### config.mk
export PLATFORM = sky130hd
export DESIGN_NAME = hex_display_mux
export DESIGN_NICKNAME = d
export VERILOG_FILES = /design/src/rtl/hex_display_pkg.sv /design/src/rtl/hex_seg_decode.sv /design/src/rtl/hex_display_mux.sv
export SDC_FILE = /design/constraint.sdc
export NUM_CORES = 1
export LEC_CHECK = 0
export CAP_MARGIN = 20
export CORE_ASPECT_RATIO = 0.5
export CORE_UTILIZATION = 63
export DETAILED_ROUTE_END_ITERATION = 6
export DONT_BUFFER_PORTS = 1
export GPL_ROUTABILITY_DRIVEN = 0
export PLACE_DENSITY = 0.81
export SYNTH_ARGS = -nofsm -noshare
export SYNTH_HDL_FRONTEND = slang
export SYNTH_SLANG_ARGS = --single-unit
export TNS_END_PERCENT = 50
### constraint.sdc
create_clock -name clock -period 2.9 [get_ports clock]
set_input_delay 0.58 -clock clock [delete_from_list [all_inputs] [get_ports clock]]
set_output_delay 0.58 -clock clock [all_outputs]
set_load 0.05 [all_outputs]
### src/rtl/hex_display_pkg.sv
// Shared constants for the hex display multiplexer: segment table, blank code
// and legal parameter ranges.
package hex_display_pkg;

    localparam int DIGITS_MIN       = 1;
    localparam int DIGITS_MAX       = 8;
    localparam int PRESCALE_MIN     = 2;
    localparam int BLINK_FRAMES_MIN = 1;

    localparam logic [6:0] SEG_BLANK = 7'h7F;

    // Active-low, seg[0]=a ... seg[6]=g.
    localparam logic [6:0] SEG_TABLE [16] = '{
        7'h40, 7'h79, 7'h24, 7'h30, 7'h19, 7'h12, 7'h02, 7'h78,
        7'h00, 7'h10, 7'h08, 7'h03, 7'h46, 7'h21, 7'h06, 7'h0E
    };

    // Counter width that never collapses to zero bits.
    function automatic int width_of(input int n);
        return (n > 1) ? $clog2(n) : 1;
    endfunction

endpackage

### src/rtl/hex_seg_decode.sv
// Combinational nibble to active-low seven-segment decoder.
module hex_seg_decode
    import hex_display_pkg::*;
(
    input  logic [3:0] nib_i,
    output logic [6:0] seg_o
);

    assign seg_o = SEG_TABLE[nib_i];

endmodule

### src/rtl/hex_display_mux.sv
// Time-multiplexed hex display driver with frame-synchronous data update,
// leading-zero blanking and whole-display blinking.
module hex_display_mux
    import hex_display_pkg::*;
#(
    parameter int DIGITS       = 6,
    parameter int PRESCALE     = 50000,
    parameter int BLINK_FRAMES = 250
) (
    input  logic                  clock,
    input  logic                  reset,
    input  logic                  load,
    input  logic [4*DIGITS-1:0]   data,
    input  logic                  blank_lz,
    input  logic                  blink_en,
    output logic [6:0]            seg,
    output logic [DIGITS-1:0]     dig_en,
    output logic                  frame_done
);

    localparam int IW = width_of(DIGITS);
    localparam int PW = width_of(PRESCALE);
    localparam int BW = width_of(BLINK_FRAMES);

    generate
        if (DIGITS < DIGITS_MIN || DIGITS > DIGITS_MAX ||
            PRESCALE < PRESCALE_MIN || BLINK_FRAMES < BLINK_FRAMES_MIN) begin : g_bad_param
            $error("hex_display_mux: parameter out of range");
        end
    endgenerate

    logic [PW-1:0]         presc_q, presc_d;
    logic [IW-1:0]         idx_q, idx_d;
    logic [4*DIGITS-1:0]   pend_q, pend_d;
    logic [4*DIGITS-1:0]   act_q, act_d;
    logic                  pflag_q, pflag_d;
    logic [BW-1:0]         bcnt_q, bcnt_d;
    logic                  phase_q, phase_d;
    logic [6:0]            seg_q, seg_d;
    logic [DIGITS-1:0]     dig_q, dig_d;
    logic                  fdone_q, fdone_d;

    logic                  tick, frame;
    logic [DIGITS-1:0]     lz_mask;
    logic                  zero_above, sel_lz;
    logic [3:0]            sel_nib;
    logic [6:0]            dec_seg;

    hex_seg_decode u_dec (
        .nib_i (sel_nib),
        .seg_o (dec_seg)
    );

    // lz_mask[i] is set when nibble i and every nibble above it are zero.
    always_comb begin
        lz_mask    = '0;
        zero_above = 1'b1;
        for (int i = DIGITS - 1; i >= 1; i--) begin
            zero_above = zero_above && (act_q[4*i +: 4] == 4'h0);
            lz_mask[i] = zero_above;
        end
        sel_nib = act_q[3:0];
        sel_lz  = 1'b0;
        for (int i = 0; i < DIGITS; i++) begin
            if (idx_q == IW'(i)) begin
                sel_nib = act_q[4*i +: 4];
                sel_lz  = lz_mask[i];
            end
        end
    end

    always_comb begin
        tick    = (presc_q == PW'(PRESCALE - 1));
        frame   = tick && (idx_q == IW'(DIGITS - 1));
        presc_d = tick ? '0 : presc_q + PW'(1);
        idx_d   = idx_q;
        pend_d  = pend_q;
        act_d   = act_q;
        pflag_d = pflag_q;
        bcnt_d  = bcnt_q;
        phase_d = phase_q;

        if (tick)
            idx_d = frame ? '0 : idx_q + IW'(1);

        // Boundary transfer comes first so a coincident load re-arms the flag.
        if (frame && pflag_q) begin
            act_d   = pend_q;
            pflag_d = 1'b0;
        end
        if (load) begin
            pend_d  = data;
            pflag_d = 1'b1;
        end

        // Blink timing is frozen while blinking is disabled.
        if (frame && blink_en) begin
            if (bcnt_q == BW'(BLINK_FRAMES - 1)) begin
                bcnt_d  = '0;
                phase_d = ~phase_q;
            end else begin
                bcnt_d  = bcnt_q + BW'(1);
            end
        end

        fdone_d = frame;
        dig_d   = ~(DIGITS'(1) << idx_q);
        seg_d   = dec_seg;
        if ((blank_lz && sel_lz) || (blink_en && phase_q))
            seg_d = SEG_BLANK;
    end

    always_ff @(posedge clock) begin
        if (reset) begin
            presc_q <= '0;
            idx_q   <= '0;
            pend_q  <= '0;
            act_q   <= '0;
            pflag_q <= 1'b0;
            bcnt_q  <= '0;
            phase_q <= 1'b0;
            seg_q   <= SEG_BLANK;
            dig_q   <= '1;
            fdone_q <= 1'b0;
        end else begin
            presc_q <= presc_d;
            idx_q   <= idx_d;
            pend_q  <= pend_d;
            act_q   <= act_d;
            pflag_q <= pflag_d;
            bcnt_q  <= bcnt_d;
            phase_q <= phase_d;
            seg_q   <= seg_d;
            dig_q   <= dig_d;
            fdone_q <= fdone_d;
        end
    end

    assign seg        = seg_q;
    assign dig_en     = dig_q;
    assign frame_done = fdone_q;

endmodule

==> results.md, run 1 <==
- Outcome: completed
- CTS tree: done
- H-tree depth: 3
- CP startpoint kind: flop
- Clock Path Buffers: 2
- Post-Syn Nets: a little under 500
- Routed WL per cell: approximately 14 um
- Worst-margin pin slew: ~770 ps
- R2R Setup Slk: 320 ps
- Worst reg2reg path endpoint: seg[5]
- Final layout net count: between 400 and 500
- Die W: approximately 110 um
- DRT Wirelength: 7720 um
- Reg clk slew, reported paths: 60 ps
- Final-layout fill cell count: 476
- Yosys Warn Count: 0
- Fin crit share: about nine tenths
- CTS root buf: clkbuf_16
- Hold Path Depth: 1
- Maximum number of pins on one net before global-route repair: 63
- Crit path DAT: 2790 ps
- Max Clock Freq: roughly 390 MHz
- Dpl hpwl: 5530 um
- Async set or reset register ratio after synthesis: 0%
- Num CTS Buffers: 9
- Worst Path Buf+Inv: 2
- Pwr per Cell Area: 591 mW/mm2
- Req. time, crit path: 3110 ps
- RSZ-0062 raised after global routing: no
- Slew Viols, Final: 0
- Grt ovf: 0
- Ratio of cells with drive above 1 in the final layout: 6.01%
- Commonest cells in the netlist: 91 x dfxtp_1, 76 x nand2_1, 64 x nor2_1, 34 x a21oi_1, 26 x mux2i_1
- Worst setup path category: reg2reg
- Crit path max-delay family: adder cells
- Number of enable flip-flop cells after synthesis: 0
- HP Start: reset
- Via count: 3,028
- Initial antenna violation count: 0
- Seq/Total Area, Yosys: 45.9%
- Inst Count DP: 521
- Worst-Skew Late Latency: approximately 350 ps
- WHS Endpoint: presc_q[2]
- Crit-path max FO: 14
- # setup viols final: 0
- Total Routing Usage GR: 25.9%
- Register-to-Register Path Depth: 11
- Synthesized flop and latch total: 91
- DR vias/cell: 5.64
- Initial Util: approximately two thirds
- Max-cap check violation count: 0
- Nature of the critical path endpoint: flop
- Yosys top cell area share: 45.9%
- Most common cell in the netlist: dfxtp_1
- Netlist cell types: 56
- Row cnt: 20
- CTS resizes: 0
- Syn avg cell area: 8.76 um2
- Vias in the first global route: a little under 3k
- Worst r2r src: idx_q[1]
- Slowest-stage cell, CP: dfxtp_1
- Leading area contributor after synthesis: dfxtp_1
- First-pass GRT wire length: 13,100 um
- Antenna-violating nets left: 0
- Slew HR: 48.8%
- Peak supply drop: about 0.39 mV
- Number of inserted diodes: 0
- Total negative setup slack: 0 ps
- Clock Skews: ~5.6 ps
- Slowest cell delay on critical path: 390 ps
- Hold crit path type: in2reg
- IO Count: 43
- Post-Syn Area: 0.00397 mm2
- Core region area: 0.00608 mm2
- CTS Hold Bufs: 0
- Synth top area cells: dfxtp_1 46%, nand2_1 7.2%, mux2i_1 6.6%
- Initial DRC count: 260
- Prevailing post-synth register cell: dfxtp_1
- Die Span Y: 58.1 um
- Synth Instances: approximately 450
- Total Die Area: approximately 0.0066 mm2
- Place WS: 350 ps
- Setup bufs post-CTS: 0
- Area growth from synthesis to layout: 8.26%
- Final WS setup: between 300 and 400 ps
- Minimum clock period: about 2600 ps
- Endpoints failing hold: 0
- Post-route insts no fill: 537
- CTS Sinks: 91
- Critical-path cell list: inv_1 -> ha_1 -> and3b_1 -> a22oi_1 -> a21oi_1 -> a21o_1 -> inv_1 -> ha_1 -> mux2_4 -> nand2_1 -> o211ai_1
- Number of port buffers: 0
- DRC: 0
- Drt pass-1 iters: 5
- Leak: 0.00166 uW
-- state kept, by name (all words and copies together) (netlist names) --
signal      count
act_q          24
dig_en          6
seg             7
pend_q         24
presc_q        16
bcnt_q          8
pflag_q         1
frame_done      1
phase_q         1
idx_q           3
-- layout make-up --
class / instances / area (um2) / area share (%)
clock buffers: 13 / 260 / 6.06
clock inverters: 3 / 46.3 / 1.08
inverters: 10 / 37.5 / 0.873
multi-input cells: 328 / 1990 / 46.3
flip-flops and latches: 91 / 1820 / 42.4
well taps: 88 / 110 / 2.56
repair buffers: 4 / 30.0 / 0.699
-- power breakdown --
group	total (uW)	internal [uW]	leakage, uW	switching (uW)
combinational	50.1	27.9	0.000775	22.3
sequential	1310	1280	0.000742	34.1
clock	1170	716	0.000146	459
-- cell usage in the layout, fill, tap and decap left out, types with 2 or more instances in the layout --
master and instances:
a21o_1 2, mux2i_1 26, clkbuf_16 9, buf_4 4
nor2b_1 5, nor4_1 3, nand3_1 10, a21oi_1 34
nor3b_1 3, nand2b_1 8, o211ai_1 4, o21ai_0 4
and3_1 5, xor2_1 12, clkbuf_8 2, clkbuf_1 2
a22oi_1 2, o21ai_1 2, a211oi_1 2, o21a_1 2
nor2_1 64, nor3_1 4, and4_1 2, nand4_1 4
a31oi_1 2, dfxtp_1 91, nand2_1 76, and2_1 3
ha_1 14, inv_1 10, xnor2_1 10, nor4b_1 2
-- through the flow --
stage / hold WS (ps) / power [uW] / util, % / cell area, um2
2_1_floorplan: 418 / 1400 / - / 3970
3_3_place_gp: 427 / 1390 / 65.6 / 3990
3_5_place_dp: 438 / 1390 / 65.6 / 3990
4_1_cts: 292 / 2560 / 70.7 / 4300
5_1_grt: 290 / 2620 / 70.7 / 4300
6_report: 302 / 2540 / 70.7 / 4300
-- per-layer routing --
layer  wire [um]  global-route usage (%)
met3         521                    11.4
met1        3370                    29.4
met4         102                    10.4
met2        3730                    43.4
met5           0                       0
-- cell families after synthesis --
group | Yosys count | share of synthesized area (%)
compound gates | 66 | 10.8
xor+xnor | 22 | 4.85
fa+ha+maj | 14 | 4.41
buf+inv | 34 | 3.94
flops | 91 | 45.9
mux | 28 | 7.22
simple gates | 198 | 22.9
-- worst register-to-register path, cell delays in order (launching register included) --
cell and delay [ps]:
dfxtp_1 390, inv_1 100, ha_1 340, and3b_1 320
a22oi_1 110, a21oi_1 150, a21o_1 240, inv_1 120
ha_1 260, mux2_4 290, nand2_1 70, o211ai_1 80
-- how the worst max path moves through the flow --
stage	slack (ps)	from	endpoint	depth (start not counted)
floorplan	340	idx_q[2]	seg[5]	13
finish	320	idx_q[1]	seg[5]	11
global route	150	idx_q[0]	seg[3]	12
global placement	540	idx_q[0]	seg[3]	10
CTS	320	idx_q[1]	seg[5]	11
detailed placement	350	idx_q[1]	seg[5]	11
No activity file was read; power rests on OpenSTA's default activity.
==> run 2: changes to the inputs <==
BUFFER_PORTS_ARGS = -buffer_cell sky130_fd_sc_hd__buf_2   (was default)
CORE_UTILIZATION = 58   (was 63)
CTS_CLUSTER_SIZE = 16   (was default)
DONT_BUFFER_PORTS = default   (was 1)
==> results.md, run 2 (same netlist as run 1, synthesis figures left out) <==
- Outcome: completed
- Crit path from: idx_q[1]
- Initial Util: 62.7%
- Final WS setup: 377 ps
- Worst reg2reg path endpoint: seg[5]
- Total Routing Usage GR: 24.0%
- Final Power: around 2600 uW
- Place WS: a little over 400 ps
- Detail Route met2 WL: between 3000 and 4000 um
- Total Die Area: 0.00720 mm2
- Die W: 119 um
- Minimum clock period: roughly 2500 ps
- Worst setup path category: reg2reg
- Max-cap check violation count: 0
- DRT Wirelength: approximately 8000 um
- Clock Skews: 3.93 ps
- Max Used Layer: met4
- DRC: 0
- Peak supply drop: 0.288 mV
- Die Span Y: 60.5 um
- CTS tree: done
- # setup viols final: 0
- Slew Viols, Final: 0
- Leak: 0.00184 uW
- Routed WL per cell: 13.8 um
- Worst-margin pin slew: slightly above 800 ps
- Via count: 3,155
- Ratio of cells with drive above 1 in the final layout: 14.2%
- Number of inserted diodes: 0
- R2R Setup Slk: 380 ps
- Antenna-violating nets left: 0
- CTS resizes: 0
- Drt pass-1 iters: 5
- Crit path DAT: 2730 ps
- Initial DRC count: 284
- Max Clock Freq: 396 MHz
- Top Registers: act_q x24, pend_q x24, presc_q x16
- CP startpoint kind: flop
- Reg clk slew, reported paths: 60 ps
- Worst r2r src: idx_q[1]
- Area growth from synthesis to layout: 14.1%
- Hold crit path type: reg2reg
- Total negative setup slack: 0 ps
- CTS root buf: clkbuf_16
- Fin crit share: roughly 87%
- Slew HR: 45.8%
- Commonest non-fill, non-tap cell in the layout: dfxtp_1
- Register-to-Register Path Depth: 11
- DR vias/cell: around 5.4
- IO Count: 43
- Endpoints failing hold: 0
- Crit-path max FO: 14
- WL met3: between 400 and 500 um
- Grt ovf: 0
- Nature of the critical path endpoint: flop
- First-pass GRT wire length: 13,300 um
- RSZ-0062 raised after global routing: no
- Pwr per Cell Area: just under 600 mW/mm2
- HP Start: pend_q[19]
- Initial antenna violation count: 0
- Final layout net count: 530
- Clock Path Buffers: 2
- Num CTS Buffers: 9
- Req. time, crit path: 3100 ps
- Row cnt: 20
- WHS Endpoint: act_q[19]
- Dpl hpwl: 5680 um
- Hold Path Depth: 2
- CTS Sinks: 91
- Metal1 wirelength: 3720 um
- Maximum number of pins on one net before global-route repair: 38
- Setup bufs post-CTS: 0
- H-tree depth: 3
- Vias in the first global route: 2,988
- CTS Hold Bufs: 0
- Util after Layout: between 70% and 80%
- Worst-Skew Late Latency: 340 ps
- Number of port buffers: 42
- Core region area: 0.00633 mm2
- Commonest cells after routing, fill and taps aside: 91 x dfxtp_1, 76 x nand2_1, 64 x nor2_1
## run 2: cell types whose count changed in the layout (fill, tap and decap cells not counted), sizes merged
cell,before,now
clkinv,1,2
clkbuf,13,12
clkinvlp,1,0
bufinv,1,2
buf,4,47
## run 2: per-layer routing
layer	track usage [%]	vias to the layer above
met5	0	-
met4	9.95	0
met3	5.92	13
met2	42.6	79
met1	29.0	1474
li1	-	1589
## run 2: worst max path at each step
stage | endpoint | slack [ps] | cells after the start
CTS | seg[3] | 390 | 11
global placement | seg[5] | 540 | 11
finish | seg[5] | 380 | 11
global route | seg[5] | 220 | 11
detailed placement | seg[3] | 400 | 11
floorplan | seg[5] | 340 | 13
## run 2: stage by stage
| step | instance area, um2 | hold slack, ps | instances |
|---|---|---|---|
| after CTS | 4530 | 458 | 580 |
| after global routing | 4530 | 472 | 580 |
| final | 4530 | 456 | 580 |
| after global placement | 4210 | 430 | 564 |
| after floorplan | 3970 | 418 | 453 |
| after detailed placement | 4210 | 447 | 564 |
## run 2: layout make-up
class                      count  area, um2
fill                         497       1800
sequential                    91       1820
inverter                      10       37.5
timing repair buffer          47        248
tap                           88        110
multi-input combinational    328       1990
clock buffer                  12        246
clock inverter                 4       73.8
## run 2: worst max-delay path, stage by stage (launching register included)
cell	delay, ps
dfxtp_1	370
inv_1	90
ha_1	330
and3b_1	320
a22oi_1	100
a21oi_1	130
a21o_1	250
inv_1	120
ha_1	260
mux2_4	280
nand2_1	70
o211ai_1	80
## run 2: power breakdown
group / switching (uW) / internal (uW)
logic: 70.1 / 44.9
clock network: 454 / 778
registers: 14.7 / 1280
total: 538 / 2100
